`config.mk`:
```
export PLATFORM = sky130hd
export DESIGN_NAME = audio_pwm_ctrl
export DESIGN_NICKNAME = d
export VERILOG_FILES = /design/src/rtl/audio_pkg.sv /design/src/rtl/sample_fifo.sv /design/src/rtl/audio_pwm_ctrl.sv
export SDC_FILE = /design/constraint.sdc
export NUM_CORES = 1
export LEC_CHECK = 0
export ABC_AREA = 1
export CORE_MARGIN = 3
export CORE_UTILIZATION = 35
export DETAILED_ROUTE_END_ITERATION = 10
export DONT_BUFFER_PORTS = 1
export PLACE_DENSITY = 0.49
export SLEW_MARGIN = 20
export SYNTH_ARGS = -nofsm -noshare
export SYNTH_HDL_FRONTEND = slang
export SYNTH_HIERARCHICAL = 1
export SYNTH_SLANG_ARGS = --single-unit
```
`constraint.sdc`:
```
create_clock -name CLK12 -period 3.3 [get_ports CLK12]
set_input_delay 0.33 -clock CLK12 [delete_from_list [all_inputs] [get_ports CLK12]]
set_output_delay 0.33 -clock CLK12 [all_outputs]
set_load 0.05 [all_outputs]
```
`src/rtl/audio_pkg.sv`:
```
// Shared types and constants for the audio PWM playback path.
package audio_pkg;

    typedef enum logic [1:0] {
        IDLE  = 2'd0,
        PRIME = 2'd1,
        PLAY  = 2'd2
    } state_t;

    localparam logic [7:0] MIDSCALE = 8'h80;
    localparam logic [7:0] SILENCE  = 8'h00;

    // Signed two's complement to offset binary: adding 0x80 mod 256 flips the MSB.
    function automatic logic [7:0] to_offset(input logic [7:0] s);
        return s ^ 8'h80;
    endfunction

endpackage

```
`src/rtl/sample_fifo.sv`:
```
// Sample FIFO with first-word fall-through read data and a synchronous flush.
module sample_fifo #(
    parameter int DEPTH = 8
) (
    input  logic                     clk,
    input  logic                     rst,
    input  logic                     flush,
    input  logic                     push,
    input  logic                     pop,
    input  logic [7:0]               din,
    output logic [7:0]               dout,
    output logic                     full,
    output logic                     empty,
    output logic [$clog2(DEPTH):0]   level
);
    localparam int          AW  = $clog2(DEPTH);
    localparam logic [AW:0] ONE = (AW + 1)'(1);
    localparam logic [AW:0] CAP = (AW + 1)'(DEPTH);

    logic [7:0]  mem [DEPTH];
    logic [AW:0] wr_ptr;
    logic [AW:0] rd_ptr;

    // Pointers carry one extra wrap bit so full and empty are distinguishable.
    always_ff @(posedge clk) begin
        if (rst || flush) begin
            wr_ptr <= '0;
            rd_ptr <= '0;
        end else begin
            if (push && !full)
                wr_ptr <= wr_ptr + ONE;
            if (pop && !empty)
                rd_ptr <= rd_ptr + ONE;
        end
    end

    always_ff @(posedge clk) begin
        if (push && !full)
            mem[wr_ptr[AW-1:0]] <= din;
    end

    assign level = wr_ptr - rd_ptr;
    assign full  = (level == CAP);
    assign empty = (level == '0);
    assign dout  = mem[rd_ptr[AW-1:0]];

endmodule

```
`src/rtl/audio_pwm_ctrl.sv`:
```
// Audio playback controller: sample-rate divider, prime/play FSM and 8-bit PWM.
module audio_pwm_ctrl
    import audio_pkg::*;
#(
    parameter int DEPTH     = 8,
    parameter int PRIME_LVL = 4
) (
    input  logic                     CLK12,
    input  logic                     RST,
    input  logic                     CFG_EN,
    input  logic [11:0]              CFG_DIV,
    input  logic [7:0]               SAMPLE,
    input  logic                     SAMPLE_VALID,
    output logic                     SAMPLE_READY,
    input  logic                     UNDERRUN_CLR,
    output logic                     AUDIO_PWM,
    output logic                     UNDERRUN,
    output logic [$clog2(DEPTH):0]   LEVEL,
    output logic                     PLAYING,
    output state_t                   fsm_state
);
    logic [11:0] div_cnt;
    logic        tick;
    logic        en_q;
    logic        full;
    logic        empty;
    logic        push;
    logic        pop;
    logic        underrun_set;
    logic [7:0]  fifo_dout;
    logic [7:0]  pend;
    logic [7:0]  duty;
    logic [7:0]  cnt;
    state_t      state;

    // tick is registered, so the pop it triggers lands one clock after the count hits 0.
    always_ff @(posedge CLK12) begin
        if (RST || !CFG_EN) begin
            div_cnt <= CFG_DIV;
            tick    <= 1'b0;
        end else begin
            tick <= (div_cnt == 12'd0);
            if (div_cnt == 12'd0)
                div_cnt <= CFG_DIV;
            else
                div_cnt <= div_cnt - 12'd1;
        end
    end

    always_ff @(posedge CLK12) begin
        if (RST)
            en_q <= 1'b0;
        else
            en_q <= CFG_EN;
    end

    // Producer handshake: a sample transfers on any cycle with SAMPLE_VALID && SAMPLE_READY.
    assign SAMPLE_READY = en_q && !full;
    assign push         = SAMPLE_VALID && SAMPLE_READY;
    assign pop          = tick && (state == PLAY) && !empty;
    assign underrun_set = CFG_EN && tick && (state == PLAY) && empty;

    sample_fifo #(.DEPTH(DEPTH)) u_fifo (
        .clk   (CLK12),
        .rst   (RST),
        .flush (!CFG_EN),
        .push  (push),
        .pop   (pop),
        .din   (SAMPLE),
        .dout  (fifo_dout),
        .full  (full),
        .empty (empty),
        .level (LEVEL)
    );

    always_ff @(posedge CLK12) begin
        if (RST || !CFG_EN) begin
            state   <= IDLE;
            pend    <= SILENCE;
            PLAYING <= 1'b0;
        end else begin
            case (state)
                IDLE: begin
                    state   <= PRIME;
                    PLAYING <= 1'b0;
                end
                PRIME: begin
                    if (int'(LEVEL) >= PRIME_LVL) begin
                        state   <= PLAY;
                        PLAYING <= 1'b1;
                    end
                end
                PLAY: begin
                    // A push arriving on an empty tick is not bypassed; it only refills for re-priming.
                    if (tick) begin
                        if (empty) begin
                            pend    <= SILENCE;
                            state   <= PRIME;
                            PLAYING <= 1'b0;
                        end else begin
                            pend <= fifo_dout;
                        end
                    end
                end
                default: begin
                    state   <= IDLE;
                    PLAYING <= 1'b0;
                end
            endcase
        end
    end

    always_ff @(posedge CLK12) begin
        if (RST)
            UNDERRUN <= 1'b0;
        else if (underrun_set)
            UNDERRUN <= 1'b1;
        else if (UNDERRUN_CLR)
            UNDERRUN <= 1'b0;
    end

    // Duty only reloads at the end of a frame so each PWM period is glitch-free.
    always_ff @(posedge CLK12) begin
        if (RST) begin
            cnt       <= 8'd0;
            duty      <= MIDSCALE;
            AUDIO_PWM <= 1'b0;
        end else begin
            cnt       <= cnt + 8'd1;
            AUDIO_PWM <= (cnt < duty);
            if (cnt == 8'hFF)
                duty <= to_offset(pend);
        end
    end

    assign fsm_state = state;

endmodule

```
After elaboration in Yosys (flattened, before gate mapping)
Memories as Yosys holds them, arrays and structs flattened. A register that Yosys moved wholly into a read port is not among the register bits.
Index checks and enable logic that the tools add are counted.
- $add $sub $neg: 5
- order comparisons: 2
- equal/unequal tests: 7
- muxes and demuxes: 17
- bitwise operators: 1
- reduce and logical (&&, ||, !) cells: 19
- operators with widths (operator ; number):
    $mux 12 ; 2
    $logic_not 12->1 ; 1
    $sub 12x1->12 const B ; 1
    $logic_and 1x1->1 ; 9
    $add 4x1->4 const B ; 2
    $add 8x1->8 const B ; 1
    $eq 8x8->1 const B ; 1
    $lt 8x8->1 ; 1
    $mux 8 ; 1
    $mux 1 ; 7
    $mux 2 ; 3
    $mux 3 ; 2
    $ne 2x2->1 const B ; 3
    $pmux 2 s3 ; 1
    $eq 4x4->1 const B ; 1
    $ge 4x3->1 const B ; 1
    $logic_not 4->1 ; 1
    $sub 4x4->4 ; 1
    $logic_not 1->1 ; 3
    $reduce_and 3->1 ; 1
    $eq 2x1->1 const B ; 1
    $eq 2x2->1 const B ; 1
    $logic_not 2->1 ; 1
    $pmux 1 s2 ; 1
    4 further kinds ; 4
- register bits: 51
- bits in writable memories: 64
- input bits: 25
- output and inout port bits: 10
- word-level logic and storage cells: 64
- memories kept: 1
- memories (name ; words ; width ; rd ports ; clocked after Yosys merged registers in ; write ports ; RTL line ; text):
    u_fifo.mem ; 8 ; 8 ; 1 ; 1 ; 1 ; sample_fifo.sv:20 ; logic [7:0] mem [DEPTH];

Longest topological paths before layout
Gate-level depths: netlist (run 1).
- depth in word-level cells: 8
- depth in mapped cells: 16
- mapped depth without buffers: 16

Modules after synthesis
The synthesis (run 1) kept the hierarchy.
- by module, submodules not included (module ; instances ; cells an instance ; area an instance (um^2) ; sequential area each (um^2)):
    sample_fifo ; 1 ; 291 ; 3213.1 ; 2142.1
    audio_pwm_ctrl ; 1 ; 256 ; 1970.6 ; 840.8

Worst setup path before layout (run 1)
OpenSTA, ideal clock, no wires.
- path type: reg-to-reg
- from: reg u_fifo.wr_ptr[0]
- to: mem u_fifo.mem[0][0] (enable)
- setup time: 0.370 ns
- arrival: 2.793 ns
- required time: 2.930 ns
- slack: 0.137 ns
- stages on the path, launching flop included: 13
- buffers on the path: 1
- period minus slack after synthesis: 3.163 ns
- cells stage by stage: dfxtp_1 inv_1 ha_1 inv_1 fa_1 or2_4 nor2_4 nand3_4 inv_1 nor3b_1 buf_2 nand3_1 nor2_1
- word-level cells in the longest chain between the ends: 8
- RTL lines (item ; RTL line ; text):
    start, declared ; sample_fifo.sv:21 ; logic [AW:0] wr_ptr;
    start signal, assigned ; sample_fifo.sv:31 ; wr_ptr <= wr_ptr + ONE;
    $sub 4x4->4 ; sample_fifo.sv:42 ; assign level = wr_ptr - rd_ptr;
    named net LEVEL[1] ; audio_pwm_ctrl.sv:18 ; output logic [$clog2(DEPTH):0] LEVEL,
    $eq 4x4->1 ; sample_fifo.sv:43 ; assign full = (level == CAP);
    named net full ; audio_pwm_ctrl.sv:25 ; logic full;
    $logic_not 1->1 ; audio_pwm_ctrl.sv:58 ; assign SAMPLE_READY = en_q && !full;
    $logic_and 1x1->1 ; audio_pwm_ctrl.sv:58 ;
    $logic_and 1x1->1 ; audio_pwm_ctrl.sv:59 ; assign push = SAMPLE_VALID && SAMPLE_READY;
    named net push ; audio_pwm_ctrl.sv:27 ; logic push;
    $logic_and 1x1->1 ; sample_fifo.sv:38 ; if (push && !full)
    $mux 1 ; sample_fifo.sv:38 ;
    $mux 1 (implied by the code) ; sample_fifo.sv:39 ; mem[wr_ptr[AW-1:0]] <= din;
    end, declared ; sample_fifo.sv:20 ;
The timed path passes the listed nets, and every way through them passes these cells.

Worst setup path in the final report (run 1)
- from: reg u_fifo.wr_ptr[0]
- to: mem u_fifo.mem[6][3] (enable)
- word-level cells in the longest chain between the ends: 8
- RTL lines (item ; RTL line):
    $sub 4x4->4 ; sample_fifo.sv:42
    $eq 4x4->1 ; sample_fifo.sv:43
    named net full ; audio_pwm_ctrl.sv:25
    $logic_not 1->1 ; audio_pwm_ctrl.sv:58
    $logic_and 1x1->1 ; audio_pwm_ctrl.sv:58
    $logic_and 1x1->1 ; audio_pwm_ctrl.sv:59
    named net push ; audio_pwm_ctrl.sv:27
    $logic_and 1x1->1 ; sample_fifo.sv:38
    $mux 1 ; sample_fifo.sv:38
    $mux 1 (implied by the code) ; sample_fifo.sv:39
The timed path passes the listed nets, and every way through them passes these cells.

==> metrics, run 1 <==
Crit Path Category=reg2reg; Root Driver=clkbuf_16; reg2reg setup slack=210 ps; number of post-CTS setup repair buffers=0; Slew @ Worst Pin=710 ps; DP Cell Count=720; Initial Util=36.5%; crit path to=u_fifo/mem[6][3]; global-route wire length before repair=19200 µm; fin. max-slew vios=0; Mean Syn Cell Area=9.48 µm²; Setup Total Neg Slack=0 ps; critical path startpoint=u_fifo/wr_ptr[0]; r2r startpoint=u_fifo/wr_ptr[0]; layout cells sized above 1=12.1%; Post-Syn Nets=588; synth warn=6; DR vias=3758; worst endpoint required time=3340 ps; Final Non-Filler Cells=774; minimum clock period=3090 ps; gpl congestion=0.779; pwr/cell area=567 nW/µm²; Final Hold Fails=0; period utilization=93.6%; Avg WL per Cell=15.6 µm; vias in the first global route=3689; Post-Syn Instances=547; CTS Buf Count=17; final setup violation count=0; critical path's slowest cell=nor3_2; port bufs=0; largest net degree at the start of global routing=33; sequential area share after synthesis=57.5%; Worst setup SP type=flip-flop; delay-heaviest family, CP=simple AND/OR/NAND/NOR gates; worst-path fanout max=10; io pins=35; Die H=128 µm; die area=16300 µm²; CP peak stage delay=590 ps; ANT cells=0; WP buf/inv=4; RR Endpoint=u_fifo/mem[6][3]; Remaining Overflow, GRT=0; Worst Hold Class=in2reg; synthesis-to-finish area growth=19.1%; Core Box Area=14200 µm²; Via density=4.86; Detail Route Antenna Nets=0; Max-slew headroom=52.6%; status=complete, no violations; crit-path cells=inv_1, ha_1, inv_1, fa_1, nand2_1, inv_1, nor2_2, nor2_4, nand3_4, inv_1, nor3b_2, nand3_1, nor3_2; hpwl dp=7870 µm; stages on the worst setup path=13; Clock Pin Slew Worst Setup and Hold Paths=50 ps; RSZ-0062 raised after global routing=false; Worst Hold Path Cells=2; drc violations=0; critical path arrival=3130 ps; clock sink count=117; cell area after synthesis=5180 µm²; Yosys reg bits=117; num rows=43; total track usage=15.4%; CTS Buffer Depth=2; Unique masters post-synth=39; final WL=12100 µm; FMAX=0.324 GHz; WHS=28.6 ps; initial DRC count=247; Final Skew=8.00 ps; Max VDD drop=0.000384 V; FF-to-FF path depth=13; initial antenna violation count=1; CTS tree=yes; clock latency on the worst-skew pair=420 ps; P_leak=0.00231 µW; die extent in x=128 µm; H-tree Lvls=4; cell mode on critical path=inv_1; nets@finish=622; Crit. End Element=flip-flop; max cap viols=0; TritonRoute pass-1 iters=4
==> per-stage QoR <==
stage | setup slack, ps | cell area [µm²] | total power (µW) | util, %
detailed placement | 87.7 | 5380 | 1760 | 37.9
finish | 211 | 6170 | 3500 | 43.5
global placement | 236 | 5380 | 1760 | 37.9
global route | 4.09 | 6170 | 3630 | 43.5
CTS | 88.0 | 6060 | 3520 | 42.7
floorplan | 137 | 5180 | 1740 | -
==> per-layer routing <==
metal  vias to the layer above  GRT usage (%)  part of all wire [%]  wire length (µm)
li1                       1909              -                     -                 -
met5                         -              0                  0.11                13
met2                       108           22.4                    43              5210
met4                         2           6.55                   1.9               229
met3                        22           4.88                   7.0               845
met1                      1717           21.4                    48              5810
==> worst reg2reg max path, cell delays in order (launching register included) <==
cell	delay [ps]
dfxtp_1	350
inv_1	110
ha_1	150
inv_1	60
fa_1	390
nand2_1	80
inv_1	40
nor2_2	140
nor2_4	70
nand3_4	140
inv_1	80
nor3b_2	270
nand3_1	250
nor3_2	590
==> cell type report <==
cell class              count  area (µm²)
clock buffers              24         524
clock inverters             8        43.8
fillers                  1435        8030
inverters                  50         188
multi-input cells         363        1910
flip-flops and latches    117        2980
well taps                 180         225
repair buffers             32         295
==> logic make-up (layout without fill, tap and decap cells) <==
group	Yosys count	count (layout)	share of synthesized area [%]
compound gates	107	107	11.1
xor+xnor	10	10	1.69
fa+ha+maj	16	16	4.01
buf+inv	67	114	5.70
flops	117	117	57.5
simple gates	230	230	20.0
==> report_power, final <==
group / internal [µW] / leakage (µW) / switching [µW]
registers: 1560 / 0.00101 / 22.7
clock network: 1100 / 0.000286 / 630
logic: 68.2 / 0.00101 / 120
==> flip-flops by register name, summed over array words and instances, names as in the netlist, named ones only <==
register       cells
u_fifo/mem        64
div_cnt           12
cnt                8
duty               8
pend               8
u_fifo/rd_ptr      4
u_fifo/wr_ptr      4
AUDIO_PWM          1
PLAYING            1
UNDERRUN           1
en_q               1
fsm_state          1
tick               1
==> cell usage after synthesis <==
cell | number | area, µm²
nor2_1 | 99 | 372
nand2_1 | 80 | 300
edfxtp_1 | 64 | 1920
dfxtp_1 | 53 | 1060
inv_1 | 48 | 180
o21ai_0 | 48 | 240
a21oi_1 | 32 | 160
nand3_1 | 18 | 90.1
ha_1 | 15 | 188
buf_2 | 11 | 55.1
o22ai_1 | 9 | 56.3
a31oi_1 | 8 | 50.1
nor2_2 | 7 | 43.8
xor2_1 | 6 | 52.6
nand2_2 | 5 | 31.3
nor3_1 | 5 | 25.0
o21ai_1 | 5 | 25.0
nor2_4 | 4 | 45.0
xnor2_1 | 4 | 35.0
a21oi_2 | 2 | 17.5
buf_6 | 2 | 22.5
clkbuf_1 | 2 | 7.51
inv_2 | 2 | 7.51
nand3_2 | 2 | 20.0
nand3_4 | 2 | 35.0
buf_4 | 1 | 7.51
buf_8 | 1 | 15.0
fa_1 | 1 | 20.0
nand2_4 | 1 | 11.3
nand3b_1 | 1 | 7.51
nand3b_2 | 1 | 11.3
nand4_2 | 1 | 12.5
nor3_2 | 1 | 10.0
nor3b_1 | 1 | 7.51
o211ai_1 | 1 | 7.51
o21a_1 | 1 | 7.51
o21ai_2 | 1 | 8.76
or2_1 | 1 | 6.26
or2_4 | 1 | 8.76
==> worst min-delay path by stage <==
| stage | slack [ps] | startpoint | to |
|---|---|---|---|
| detailed placement | 410 | RST | cnt[1] |
| floorplan | 410 | cnt[0] | cnt[0] |
| CTS | 0.03 | SAMPLE[0] | u_fifo/mem[4][0] |
| global route | 20 | CFG_DIV[0] | div_cnt[0] |
| global placement | 410 | RST | cnt[1] |
| finish | 30 | RST | duty[7] |
==> cell usage in the layout (no fill, tap or decap), types with 3 or more instances in the layout <==
cell and count:
xnor2_1 4, o22ai_1 9, ha_1 15, nand2_2 5, nand2_1 80, edfxtp_1 64
inv_1 48, clkbuf_16 19, nor2_1 98, nand3_1 18, o21ai_0 48, buf_4 10
nor3_1 5, clkbuf_8 3, nor2_4 4, clkinv_2 6, xor2_1 6, a31oi_1 8
dfxtp_1 53, o21ai_1 5, nor2_2 8, a21oi_1 32, dlygate4sd3_1 22
==> what timing repair did <==
action / 4_1_cts / 5_1_grt
hold buffers: 12 / 10
endpoints found under the hold margin: 51 / 10
endpoints found under the setup margin: 0 / 37
resized for setup: 0 / 2
(Power assumes the default switching activity.)
==> run 2: changes to the inputs <==
--- a/config.mk
+++ b/config.mk
@@ -6,7 +6,7 @@
 export NUM_CORES = 1
 export LEC_CHECK = 0
 export ABC_AREA = 1
-export CORE_MARGIN = 3
+export CORE_MARGIN = 2
 export CORE_UTILIZATION = 35
 export DETAILED_ROUTE_END_ITERATION = 10
 export DONT_BUFFER_PORTS = 1
==> metrics, run 2 (synthesis gave the netlist of run 1 again) <==
Die H=126 µm (-1.6%); max reg flops=64 (unchanged); layout cells sized above 1=11.3% (-0.80 points); hold_sp=SAMPLE[2]; # resized after CTS=0 (unchanged); Max VDD drop=0.000275 V (-29%); clock latency on the worst-skew pair=410 ps (about the same); Crit Path Category=reg2reg; worst-path fanout max=10 (unchanged); Initial Util=35.8% (-0.69 points); CTS Buffer Depth=2 (unchanged); hpwl dp=7780 µm (-1.1%); initial antenna violation count=0 (-1); Core Box Area=14500 µm² (+1.9%); drc violations=0 (unchanged); Placement Setup Slack=204 ps (+116 ps); gpl congestion=0.799 (+2.6%); commonest non-fill, non-tap cells in the layout=nor2_1 (99), nand2_1 (80), edfxtp_1 (64), dfxtp_1 (53); Via density=4.76 (-2.0%); DR vias=3650 (-2.9%); FMAX=0.322 GHz (-0.59%); CTS Buf Count=17 (unchanged); Max-slew headroom=43.0% (-9.6 points); r2r startpoint=u_fifo/wr_ptr[0]; nets@finish=611 (-1.8%); clock sink count=117 (unchanged); Final Skew=4.68 ps (-3.32 ps); TritonRoute pass-1 iters=4 (unchanged); RR Endpoint=u_fifo/mem[6][3]; H-tree Lvls=4 (unchanged); CTS tree=yes; Remaining Overflow, GRT=0 (unchanged); synthesis-to-finish area growth=16.2%; commonest non-fill, non-tap cell in the layout=nor2_1; Setup Total Neg Slack=0 ps (unchanged); fin. max-slew vios=0 (unchanged); Detail Route Antenna Nets=0 (unchanged); Final Non-Filler Cells=767 (-0.90%); total track usage=14.8% (-0.65 points); die area=15800 µm² (-3.1%); initial DRC count=203 (-18%); DP Cell Count=721 (+0.14%); Worst setup SP type=flip-flop; P_leak=0.00224 µW (-3.0%); final WL=11700 µm (-3.7%); Worst Hold Path Cells=0 (-2); minimum clock period=3110 ps (+18.3 ps); FF-to-FF path depth=12 (-1); max cap viols=0 (unchanged); reg2reg setup slack=190 ps (-20 ps); port bufs=0 (unchanged); Root Driver=clkbuf_16; Crit. End Element=flip-flop; critical path arrival=3140 ps (about the same); ANT cells=0 (unchanged); vias in the first global route=3524 (-4.5%); Clock Pin Slew Worst Setup and Hold Paths=50 ps (about the same); Worst Hold Class=in2reg; largest net degree at the start of global routing=33 (unchanged); Avg WL per Cell=15.2 µm (-2.9%); overall power=3390 µW (-3.2%); Hold Path Sink=u_fifo/mem[1][2]; global-route wire length before repair=18100 µm (-5.8%); status=complete, no violations; RSZ-0062 raised after global routing=true; Slew @ Worst Pin=854 ps (+144 ps); period utilization=94.1% (+0.55 points); die extent in x=126 µm (-1.6%); setup ws final=193 ps (-18.3 ps); pwr/cell area=563 nW/µm² (-0.78%); final setup violation count=0 (unchanged); io pins=35 (unchanged); num rows=44 (+2.3%); Final Hold Fails=0 (unchanged); worst endpoint required time=3340 ps (about the same)
-- run 2: cell count changes in the layout (fill, tap and decap cells not counted), sizes merged --
cell,before,now
buf,10,7
bufinv,0,1
clkbuf,24,19
clkinv,6,11
dlygate4sd3,22,14
inv,51,50
-- run 2: worst max path at each step --
stage,from,cells past startpoint,endpoint,slack (ps)
floorplan,u_fifo/wr_ptr[0],12,u_fifo/mem[0][0],140
global placement,u_fifo/wr_ptr[0],14,u_fifo/mem[0][4],260
detailed placement,u_fifo/wr_ptr[0],14,u_fifo/mem[6][6],200
CTS,u_fifo/wr_ptr[0],14,u_fifo/mem[6][3],210
global route,u_fifo/wr_ptr[0],14,u_fifo/mem[2][3],-90
finish,u_fifo/wr_ptr[0],12,u_fifo/mem[6][3],190
-- run 2: per-stage QoR --
step                instance area, µm²  hold slack (ps)  util (%)
global route                      6020            0.106      41.6
finish                            6020             18.7      41.6
floorplan                         5180              411         -
CTS                               5890             1.29      40.7
detailed placement                5360              406      37.0
global placement                  5360              403      37.0
-- run 2: report_power, final --
group | leakage (µW) | internal (µW) | total [µW] | switching, µW
Clock | 0.000267 | 1010 | 1630 | 617
Sequential | 0.00101 | 1560 | 1590 | 23.1
Combinational | 0.000963 | 60.8 | 174 | 113
Total | 0.00224 | 2640 | 3390 | 754
-- run 2: repair_timing --
item	in CTS	in global routing
setup buffers	0	0
setup endpoints to repair	0	32
hold buffers	1	13
hold endpoints to repair	6	32
-- run 2: layer usage --
layer	track usage, %	up-vias	part of all wire (%)
met2	22.3	66	44
met5	0	-	0
met3	4.12	22	3.7
met1	20.3	1683	49
met4	5.75	0	2.8
li1	-	1879	-
-- run 2: worst max-delay path, cell delays in order (launching register included) --
cell,delay (ps)
dfxtp_1,350
inv_1,90
ha_1,150
inv_1,60
fa_1,520
or2_4,140
nor2_4,50
nand3_4,140
inv_1,70
nor3b_1,200
buf_4,190
nand3_1,210
nor3_2,570
-- run 2: final cells by class --
cell class | count | area, µm²
multi-input combinational | 363 | 1910
tap | 184 | 230
timing repair buffer | 21 | 193
sequential | 117 | 2980
clock inverter | 13 | 91.3
inverter | 50 | 188
clock buffer | 19 | 433
fill | 1439 | 8460
